**src/rtl/seven_seg_io_pkg.sv**
```systemverilog
// Shared constants for the memory-mapped display and switch I/O block.
//   - Default I/O addresses (exact 32-bit match)
//   - Register and port widths
//   - HEX register reset pattern, which shows "FEDEAD" on the six digits
package seven_seg_io_pkg;

   localparam int unsigned DataBits  = 32;
   localparam int unsigned HexBits   = 24;
   localparam int unsigned LedrBits  = 10;
   localparam int unsigned KeyBits   = 4;
   localparam int unsigned SwBits    = 10;
   localparam int unsigned NumDigits = 6;

   localparam logic [31:0] AddrHex  = 32'hFFFFF000;
   localparam logic [31:0] AddrLedr = 32'hFFFFF020;
   localparam logic [31:0] AddrKey  = 32'hFFFFF080;
   localparam logic [31:0] AddrSw   = 32'hFFFFF090;

   localparam logic [23:0] HexResetVal = 24'hFEDEAD;

   // All segments off, active-low.
   localparam logic [6:0] SegBlank = 7'h7F;

endpackage

```
**src/rtl/hex_digit_decoder.sv**
```systemverilog
// Hex nibble to seven-segment decoder, purely combinational.
// Ports:
//   IN  [3:0] : nibble to display
//   OFF       : 1 blanks the digit (all segments off)
//   OUT [6:0] : segments {g,f,e,d,c,b,a}, active-low
module hex_digit_decoder
   import seven_seg_io_pkg::*;
(
   input  logic [3:0] IN,
   input  logic       OFF,
   output logic [6:0] OUT
);

   always_comb begin
      OUT = SegBlank;
      if (!OFF) begin
         case (IN)
            4'h0:    OUT = 7'h40;
            4'h1:    OUT = 7'h79;
            4'h2:    OUT = 7'h24;
            4'h3:    OUT = 7'h30;
            4'h4:    OUT = 7'h19;
            4'h5:    OUT = 7'h12;
            4'h6:    OUT = 7'h02;
            4'h7:    OUT = 7'h78;
            4'h8:    OUT = 7'h00;
            4'h9:    OUT = 7'h10;
            4'hA:    OUT = 7'h08;
            4'hB:    OUT = 7'h03;
            4'hC:    OUT = 7'h46;
            4'hD:    OUT = 7'h21;
            4'hE:    OUT = 7'h06;
            default: OUT = 7'h0E;
         endcase
      end
   end

endmodule

```
**src/rtl/seven_seg_io.sv**
```systemverilog
// Memory-mapped display and switch I/O for the processor MEM stage.
// Holds the HEX display register and LEDR register (written by stores) and
// returns KEY/SW/HEX/LEDR values on loads to the I/O addresses.
// Ports:
//   clk, reset       : PLL output clock, synchronous active-high reset
//   addr, wr_en      : MEM-stage address and store strobe
//   wdata            : store data
//   rdata            : combinational read data for addr (0 if not an I/O address)
//   io_hit           : addr matches one of the four I/O addresses
//   KEY, SW          : pushbuttons (active-low) and slide switches, unsynchronized
//   HEX0..HEX5       : active-low seven-segment digits, HEX5 most significant
//   LEDR             : red LEDs
module seven_seg_io
   import seven_seg_io_pkg::*;
#(
   parameter int unsigned          DBITS    = DataBits,
   parameter logic [DBITS-1:0]     ADDRHEX  = AddrHex,
   parameter logic [DBITS-1:0]     ADDRLEDR = AddrLedr,
   parameter logic [DBITS-1:0]     ADDRKEY  = AddrKey,
   parameter logic [DBITS-1:0]     ADDRSW   = AddrSw,
   parameter int unsigned          HEXBITS  = HexBits,
   parameter int unsigned          LEDRBITS = LedrBits,
   parameter int unsigned          KEYBITS  = KeyBits
) (
   input  logic                clk,
   input  logic                reset,
   input  logic [DBITS-1:0]    addr,
   input  logic                wr_en,
   input  logic [DBITS-1:0]    wdata,
   output logic [DBITS-1:0]    rdata,
   output logic                io_hit,
   input  logic [KEYBITS-1:0]  KEY,
   input  logic [SwBits-1:0]   SW,
   output logic [6:0]          HEX0,
   output logic [6:0]          HEX1,
   output logic [6:0]          HEX2,
   output logic [6:0]          HEX3,
   output logic [6:0]          HEX4,
   output logic [6:0]          HEX5,
   output logic [LEDRBITS-1:0] LEDR
);

   logic hit_hex, hit_ledr, hit_key, hit_sw;

   assign hit_hex  = (addr == ADDRHEX);
   assign hit_ledr = (addr == ADDRLEDR);
   assign hit_key  = (addr == ADDRKEY);
   assign hit_sw   = (addr == ADDRSW);
   assign io_hit   = hit_hex | hit_ledr | hit_key | hit_sw;

   logic [HEXBITS-1:0]  hex_q, hex_d;
   logic [LEDRBITS-1:0] ledr_q, ledr_d;

   always_comb begin
      hex_d  = hex_q;
      ledr_d = ledr_q;
      if (wr_en && hit_hex)  hex_d  = wdata[HEXBITS-1:0];
      if (wr_en && hit_ledr) ledr_d = wdata[LEDRBITS-1:0];
   end

   always_ff @(posedge clk) begin
      if (reset) begin
         hex_q  <= HEXBITS'(HexResetVal);
         ledr_q <= '0;
      end else begin
         hex_q  <= hex_d;
         ledr_q <= ledr_d;
      end
   end

   // Reads see the registers before this cycle's store lands (no write-through).
   always_comb begin
      rdata = '0;
      if (hit_key) begin
         rdata[KEYBITS-1:0] = ~KEY;  // pressed key reads as 1
      end else if (hit_sw) begin
         rdata[SwBits-1:0] = SW;
      end else if (hit_hex) begin
         rdata[HEXBITS-1:0] = hex_q;
      end else if (hit_ledr) begin
         rdata[LEDRBITS-1:0] = ledr_q;
      end
   end

   assign LEDR = ledr_q;

   logic [6:0] seg [NumDigits];

   for (genvar i = 0; i < NumDigits; i++) begin : g_digit
      hex_digit_decoder u_digit (
         .IN  (hex_q[4*i +: 4]),
         .OFF (1'b0),
         .OUT (seg[i])
      );
   end

   assign HEX0 = seg[0];
   assign HEX1 = seg[1];
   assign HEX2 = seg[2];
   assign HEX3 = seg[3];
   assign HEX4 = seg[4];
   assign HEX5 = seg[5];

   // Store data above the HEX register width is never stored.
   logic unused_wdata;
   assign unused_wdata = ^wdata[DBITS-1:HEXBITS];

endmodule

```
**config.mk**
```make
export PLATFORM = sky130hd
export DESIGN_NAME = seven_seg_io
export DESIGN_NICKNAME = d
export VERILOG_FILES = /design/src/rtl/seven_seg_io_pkg.sv /design/src/rtl/hex_digit_decoder.sv /design/src/rtl/seven_seg_io.sv
export SDC_FILE = /design/constraint.sdc
export NUM_CORES = 1
export LEC_CHECK = 0
export BUFFER_PORTS_ARGS = -buffer_cell sky130_fd_sc_hd__buf_4
export CAP_MARGIN = 0
export CORE_UTILIZATION = 35
export DETAILED_ROUTE_END_ITERATION = 6
export PLACE_DENSITY_LB_ADDON = 0.08
export SYNTH_ARGS = -nofsm -noshare
export SYNTH_HDL_FRONTEND = slang
export SYNTH_SLANG_ARGS = --single-unit
```
**constraint.sdc**
```tcl
create_clock -name clk -period 4.62 [get_ports clk]
set_clock_uncertainty 0.1 [all_clocks]
set_input_delay 0.462 -clock clk [delete_from_list [all_inputs] [get_ports clk]]
set_output_delay 0.462 -clock clk [all_outputs]
set_load 0.01 [all_outputs]
```
==> impl_metrics.csv, run 1 <==
group,metric,value,unit
synth,synth_area_leaders,"dfxtp_1 (32%), ha_1 (8.7%), mux2i_1 (5.0%)",
timing,worst_pin_slew,0.939,ns
synth,netlist.area_leader.share,32.0,%
clocking,cts_setup_buffers,0,
hold_path,min_path_type,"input pin to flip-flop",
worst_setup_path,path_max_fanout,10,
synth,ys_types,67,
timing,period_share,79.3,%
cells_and_area,final_cell_mix,"buf_4 (162), dfxtp_1 (76), nand2_1 (42)",
synth,synth_area_leader_cell,"dfxtp_1",
run,cap_viol_max_count,0,
drt,drt-vias-per-instance,5.38,
grt,grt_start_max_net_pins,68,
timing,hold_violations,0,
hold_path,hold_path_end,"hex_q[17]$_SDFFE_PP1N_",
cells_and_area,finalNetCount,816,
clocking,cts_root_buffer,"clkbuf_16",
floorplanning,fp.dieH,119,um
cells_and_area,multi_input_area,2890,sq um
synth,synth_flop_cell,"dfxtp_1",
clocking,clock-sinks,76,
timing,min_period,3.66,ns
placed_design,dpl.hpwl,10800,um
worst_setup_path,path_class,"input pin to flip-flop",
power,report.power.total,1.41,mW
timing,setup_tns,0,ns
timing,max_freq,273,MHz
placed_design,place_congestion,0.898,
timing,maxSlewHeadroom,37.0,%
worst_setup_path,critPathRequiredTime,4.75,ns
synth,synthCells,562,
clocking,ctsResizeCount,0,
floorplanning,start_util,35.9,%
hold_path,hp-start,"wdata[17]",
timing,finalSetupViolCount,0,
clocking,cts_buffers,9,
synth,syn_area,4760,sq um
grt,grt_usage,20.2,%
floorplanning,die_x,119,um
cells_and_area,seq_area,1520,sq um
clocking,clk_pin_slew,0.06,ns
synth,async_flop_share,0,%
worst_setup_path,cp.arrival,3.79,ns
worst_setup_path,regToRegEndpoint,"HEX5[0]$_DFF_P_",
cells_and_area,drive_above_1_share,27.9,%
cells_and_area,n_antenna_cell,0,
worst_setup_path,rr_startpoint,"hex_q[21]$_SDFFE_PP1N_",
clocking,cts_tree,"built",
placed_design,io_buffers,149,
clocking,clockBufferDepth,2,
worst_setup_path,rr_worst_depth,7,
power,power_density,225,nW/um^2
grt,grt_pass1_vias,4483,
synth,synth.avg_cell_area,8.46,sq um
grt,grt_pass1_wl,22600,um
clocking,htreeDepth,3,
floorplanning,boundaryPins,166,
drt,dr.pass1.iters,6,
grt,antenna_found_initial,0,
worst_setup_path,r2r_slack,2.69,ns
cells_and_area,final_common_cell,"buf_4",
synth,synth-edff-count,0,
floorplanning,coreArea,13200,sq um
timing,slew_violations,0,
cells_and_area,syn_to_final_growth,32.0,%
status,outcome,"finished clean",
power,p_leak,2.84,nW
floorplanning,rows,42,
drt,vias,4742,
synth,yosys_warnings,0,
synth,ys_ff_latch,76,
drt,drc,0,
synth,seq_area_frac_synth,32.0,%
hold_path,worstHoldPathCells,3,
floorplanning,dieArea,14100,sq um
cells_and_area,fillCellCount,1341,
clocking,clk_latency,0.34,ns
drt,first_iter_violations,290,
drt,routed_wl,14300,um
clocking,ctsHoldBuffers,0,
worst_setup_path,end_kind,"flip-flop",
power,worst_ir_drop_vdd,0.000134,V
drt,drtAntennaViolNets,0,
drt,wl_per_cell,16.2,um
timing,rsz0062_at_grt,"no",
grt,overflow,0,
worst_setup_path,startpoint_type,"input pin",
[worst max-delay path by stage]
stage                      endpoint  slack (ns)    start  depth (start not counted)
global placement    HEX3[1]$_DFF_P_        0.67  addr[8]                         12
CTS                 HEX3[1]$_DFF_P_        0.96  addr[8]                         12
detailed placement  HEX3[1]$_DFF_P_        0.61  addr[8]                         12
finish              HEX3[1]$_DFF_P_        0.96  addr[8]                         12
global route        HEX4[1]$_DFF_P_        0.81  addr[8]                         11
floorplan           HEX2[1]$_DFF_P_        0.97  addr[1]                         13
[sequential cells by signal (all words and copies together) (netlist names)]
name / flops
HEX0: 7
HEX1: 7
HEX2: 7
HEX3: 7
HEX4: 7
HEX5: 7
LEDR: 10
hex_q: 24
[cells in the mapped netlist, types with 5 or more instances]
cell	instances
dfxtp_1	76
nand2_1	42
a21oi_1	38
inv_1	37
ha_1	33
nand3_1	28
mux2i_1	24
nor2_1	24
nor3_1	24
clkbuf_1	22
and2_1	21
o22ai_1	14
buf_4	11
nand3b_1	11
nor2b_1	11
a31oi_1	9
a211oi_1	8
nand4_1	8
o21ai_0	8
a211o_1	7
or3_1	7
a222oi_1	6
o31ai_1	6
a221o_1	5
and3_1	5
[where the power goes]
| part | internal [mW] | switching (mW) | total, mW |
|---|---|---|---|
| Combinational | 0.0495 | 0.0499 | 0.0994 |
| Clock | 0.388 | 0.267 | 0.655 |
| Sequential | 0.655 | 0.000000000144 | 0.655 |
[routing by layer]
metal  track usage (%)  routed length, um  share of wire [%]
met1              26.1               6410                 45
met4              7.91                218                1.5
met2              32.8               6590                 46
met5                 0                  0                  0
met3              4.25               1080                7.6
[logic make-up after synthesis]
logic type	synth area share, %
simple gates	23.8
compound gates	20.8
buf+inv	7.81
flops	32.0
fa+ha+maj	8.68
mux	6.31
xor+xnor	0.552
other cells	0.0788
[area by class of cell]
| type | count | share of cell area [%] |
|---|---|---|
| tap | 176 | 3.51 |
| inverter | 42 | 2.55 |
| clock inverter | 2 | 0.159 |
| timing repair buffer | 162 | 19.4 |
| multi-input combinational | 411 | 46.0 |
| clock buffer | 13 | 4.15 |
| sequential | 76 | 24.2 |
[per-stage QoR]
stage / utilization, % / worst slack (ns) / instances / instance area, sq um / hold slack [ns]
after floorplan: - / 0.974 / 569 / 4780 / 0.350
after global placement: 45.4 / 0.673 / 867 / 6010 / 0.355
after detailed placement: 45.4 / 0.610 / 867 / 6010 / 0.370
after CTS: 47.4 / 0.957 / 882 / 6280 / 0.245
after global routing: 47.4 / 0.813 / 882 / 6280 / 0.270
final: 47.4 / 0.958 / 882 / 6280 / 0.253
[critical path, stage by stage]
cell	delay [ns]
buf_4	0.11
or4b_4	0.55
or4_1	0.73
nor3_4	0.42
buf_4	0.27
nand2_1	0.10
a21oi_2	0.31
inv_1	0.14
ha_1	0.29
inv_1	0.08
o22ai_1	0.09
a32o_1	0.23
Power figures use the tool's default switching activity.
==> run 2, diff against run 1 <==
==> constraint.sdc (replaced) <==
create_clock -name clk -period 3.5 [get_ports clk]
set_clock_uncertainty 0.1 [all_clocks]
set_input_delay 0.35 -clock clk [delete_from_list [all_inputs] [get_ports clk]]
set_output_delay 0.35 -clock clk [all_outputs]
set_load 0.01 [all_outputs]
==> run 2 against run 1 <==
Effect of this change: via count grew 2.2%; cell area grew 3.8%; wire length grew 2.2%; non-clock buffer count grew 23; global-route usage grew 0.73 points; combinational power grew 36%.
==> impl_metrics.csv, run 2 (synthesis results as in run 1) <==
group,metric,value,unit
clocking,clockBufferDepth,2,
worst_setup_path,rr_worst_depth,5,
grt,antenna_found_initial,0,
placed_design,place_congestion,0.874,
run,cap_viol_max_count,0,
grt,grt_usage,20.9,%
power,power_frac_seq,43.7,%
clocking,cts_buffers,9,
cells_and_area,drive_above_1_share,30.5,%
timing,rsz0062_at_grt,"no",
timing,slew_violations,0,
cells_and_area,final_common_cell,"buf_4",
timing,finalSetupViolCount,0,
drt,dr.pass1.iters,5,
worst_setup_path,path_max_fanout,14,
cells_and_area,largest_register_ffs,24,
timing,holdWs,0.140,ns
timing,maxSlewHeadroom,33.9,%
cells_and_area,syn_to_final_growth,37.1,%
hold_path,hold_path_end,"hex_q[17]$_SDFFE_PP1N_",
worst_setup_path,rr_startpoint,"hex_q[18]$_SDFFE_PP1N_",
power,power.share.combinational,6.8,%
drt,first_iter_violations,269,
worst_setup_path,path_class,"input pin to output port",
status,outcome,"finished clean",
worst_setup_path,r2r_slack,1.54,ns
worst_setup_path,end_kind,"output port",
power,worst_ir_drop_vdd,0.000223,V
cells_and_area,regMostFlops,"hex_q",
worst_setup_path,cp.arrival,2.80,ns
floorplanning,boundaryPins,166,
grt,grt_pass1_vias,4746,
clocking,clk_pin_slew,0.06,ns
power,p_int,1.54,mW
floorplanning,dieArea,14100,sq um
drt,wl_per_cell,16.1,um
timing,period_share,93.0,%
hold_path,hp-start,"wdata[17]",
clocking,cts_setup_buffers,0,
drt,routed_wl,14600,um
cells_and_area,final_cell_mix,"buf_4 (183), dfxtp_1 (76), nand2_1 (42)",
timing,worst_pin_slew,0.986,ns
floorplanning,fp.dieH,119,um
grt,overflow,0,
clocking,cts_root_buffer,"clkbuf_16",
drt,drt-vias-per-instance,5.35,
floorplanning,start_util,35.9,%
timing,hold_violations,0,
clocking,cts_tree,"built",
cells_and_area,fin_util,49.2,%
worst_setup_path,regToRegEndpoint,"HEX4[1]$_DFF_P_",
floorplanning,coreArea,13200,sq um
drt,vias,4845,
clocking,ctsHoldBuffers,0,
timing,min_period,3.25,ns
clocking,ctsResizeCount,0,
placed_design,io_buffers,149,
drt,drc,0,
clocking,htreeDepth,3,
floorplanning,rows,42,
placed_design,dpl.hpwl,11200,um
worst_setup_path,critPathRequiredTime,3.05,ns
timing,max_freq,307,MHz
power,switchingPower,0.439,mW
floorplanning,die_x,119,um
power,power_density,303,nW/um^2
power,switching_share,22.2,%
worst_setup_path,startpoint_type,"input pin",
power,clkPwrFrac,49.5,%
grt,grt_start_max_net_pins,25,
grt,grt_pass1_wl,23500,um
hold_path,worstHoldPathCells,3,
power,p_leak,2.97,nW
cells_and_area,finalNetCount,839,
clocking,clock-sinks,76,
clocking,clk_latency,0.34,ns
drt,drtAntennaViolNets,0,
hold_path,min_path_type,"input pin to flip-flop",
## run 2: layer usage
| metal | vias up | GRT usage (%) | share of wire (%) |
|---|---|---|---|
| met5 | - | 0 | 0 |
| met4 | 0 | 8.70 | 1.9 |
| met3 | 19 | 3.96 | 6.6 |
| met2 | 186 | 33.8 | 46 |
| met1 | 2280 | 27.2 | 46 |
| li1 | 2360 | - | - |
## run 2: worst max path at each step
stage	end	startpoint	cells past startpoint
global placement	HEX4[1]$_DFF_P_	addr[1]	11
detailed placement	HEX4[1]$_DFF_P_	addr[1]	11
global route	rdata[7]	addr[1]	10
floorplan	HEX4[1]$_DFF_P_	addr[1]	13
finish	rdata[7]	addr[1]	10
CTS	rdata[7]	addr[1]	10
## run 2: final cells by class
cell class | count | area [sq um]
Fill cell | 1326 | 6720
Multi-Input combinational cell | 411 | 2890
Sequential cell | 76 | 1520
Timing Repair Buffer | 185 | 1410
Clock buffer | 12 | 267
Tap cell | 176 | 220
Inverter | 42 | 160
Clock inverter | 3 | 45.0
Antenna cell | 1 | 2.50
## run 2: metrics by stage
stage / setup slack (ns) / instance area (sq um) / power, mW / TNS [ns] / cells
after floorplan: -0.0338 / 4780 / 0.934 / -0.0677 / 569
after global routing: 0.0980 / 6520 / 2.06 / 0 / 905
after global placement: 0.0754 / 6210 / 1.02 / 0 / 890
after detailed placement: 0.0401 / 6210 / 1.02 / 0 / 890
final: 0.246 / 6520 / 1.98 / 0 / 906
after CTS: 0.220 / 6520 / 2.00 / 0 / 905
## run 2: power groups by stage
stage | logic (mW) | clock network, mW | registers (mW)
CTS | 0.134 | 1.00 | 0.865
detailed placement | 0.134 | 0 | 0.884
global placement | 0.132 | 0 | 0.884
global route | 0.144 | 1.05 | 0.864
floorplan | 0.0500 | 0 | 0.884
finish | 0.135 | 0.978 | 0.865
## run 2: critical path, cell delays in order
cell	delay [ns]
buf_4	0.10
or4_1	0.63
buf_4	0.20
nor4_4	0.36
buf_4	0.20
and3_1	0.46
buf_4	0.23
a222oi_1	0.07
inv_1	0.08
buf_4	0.11
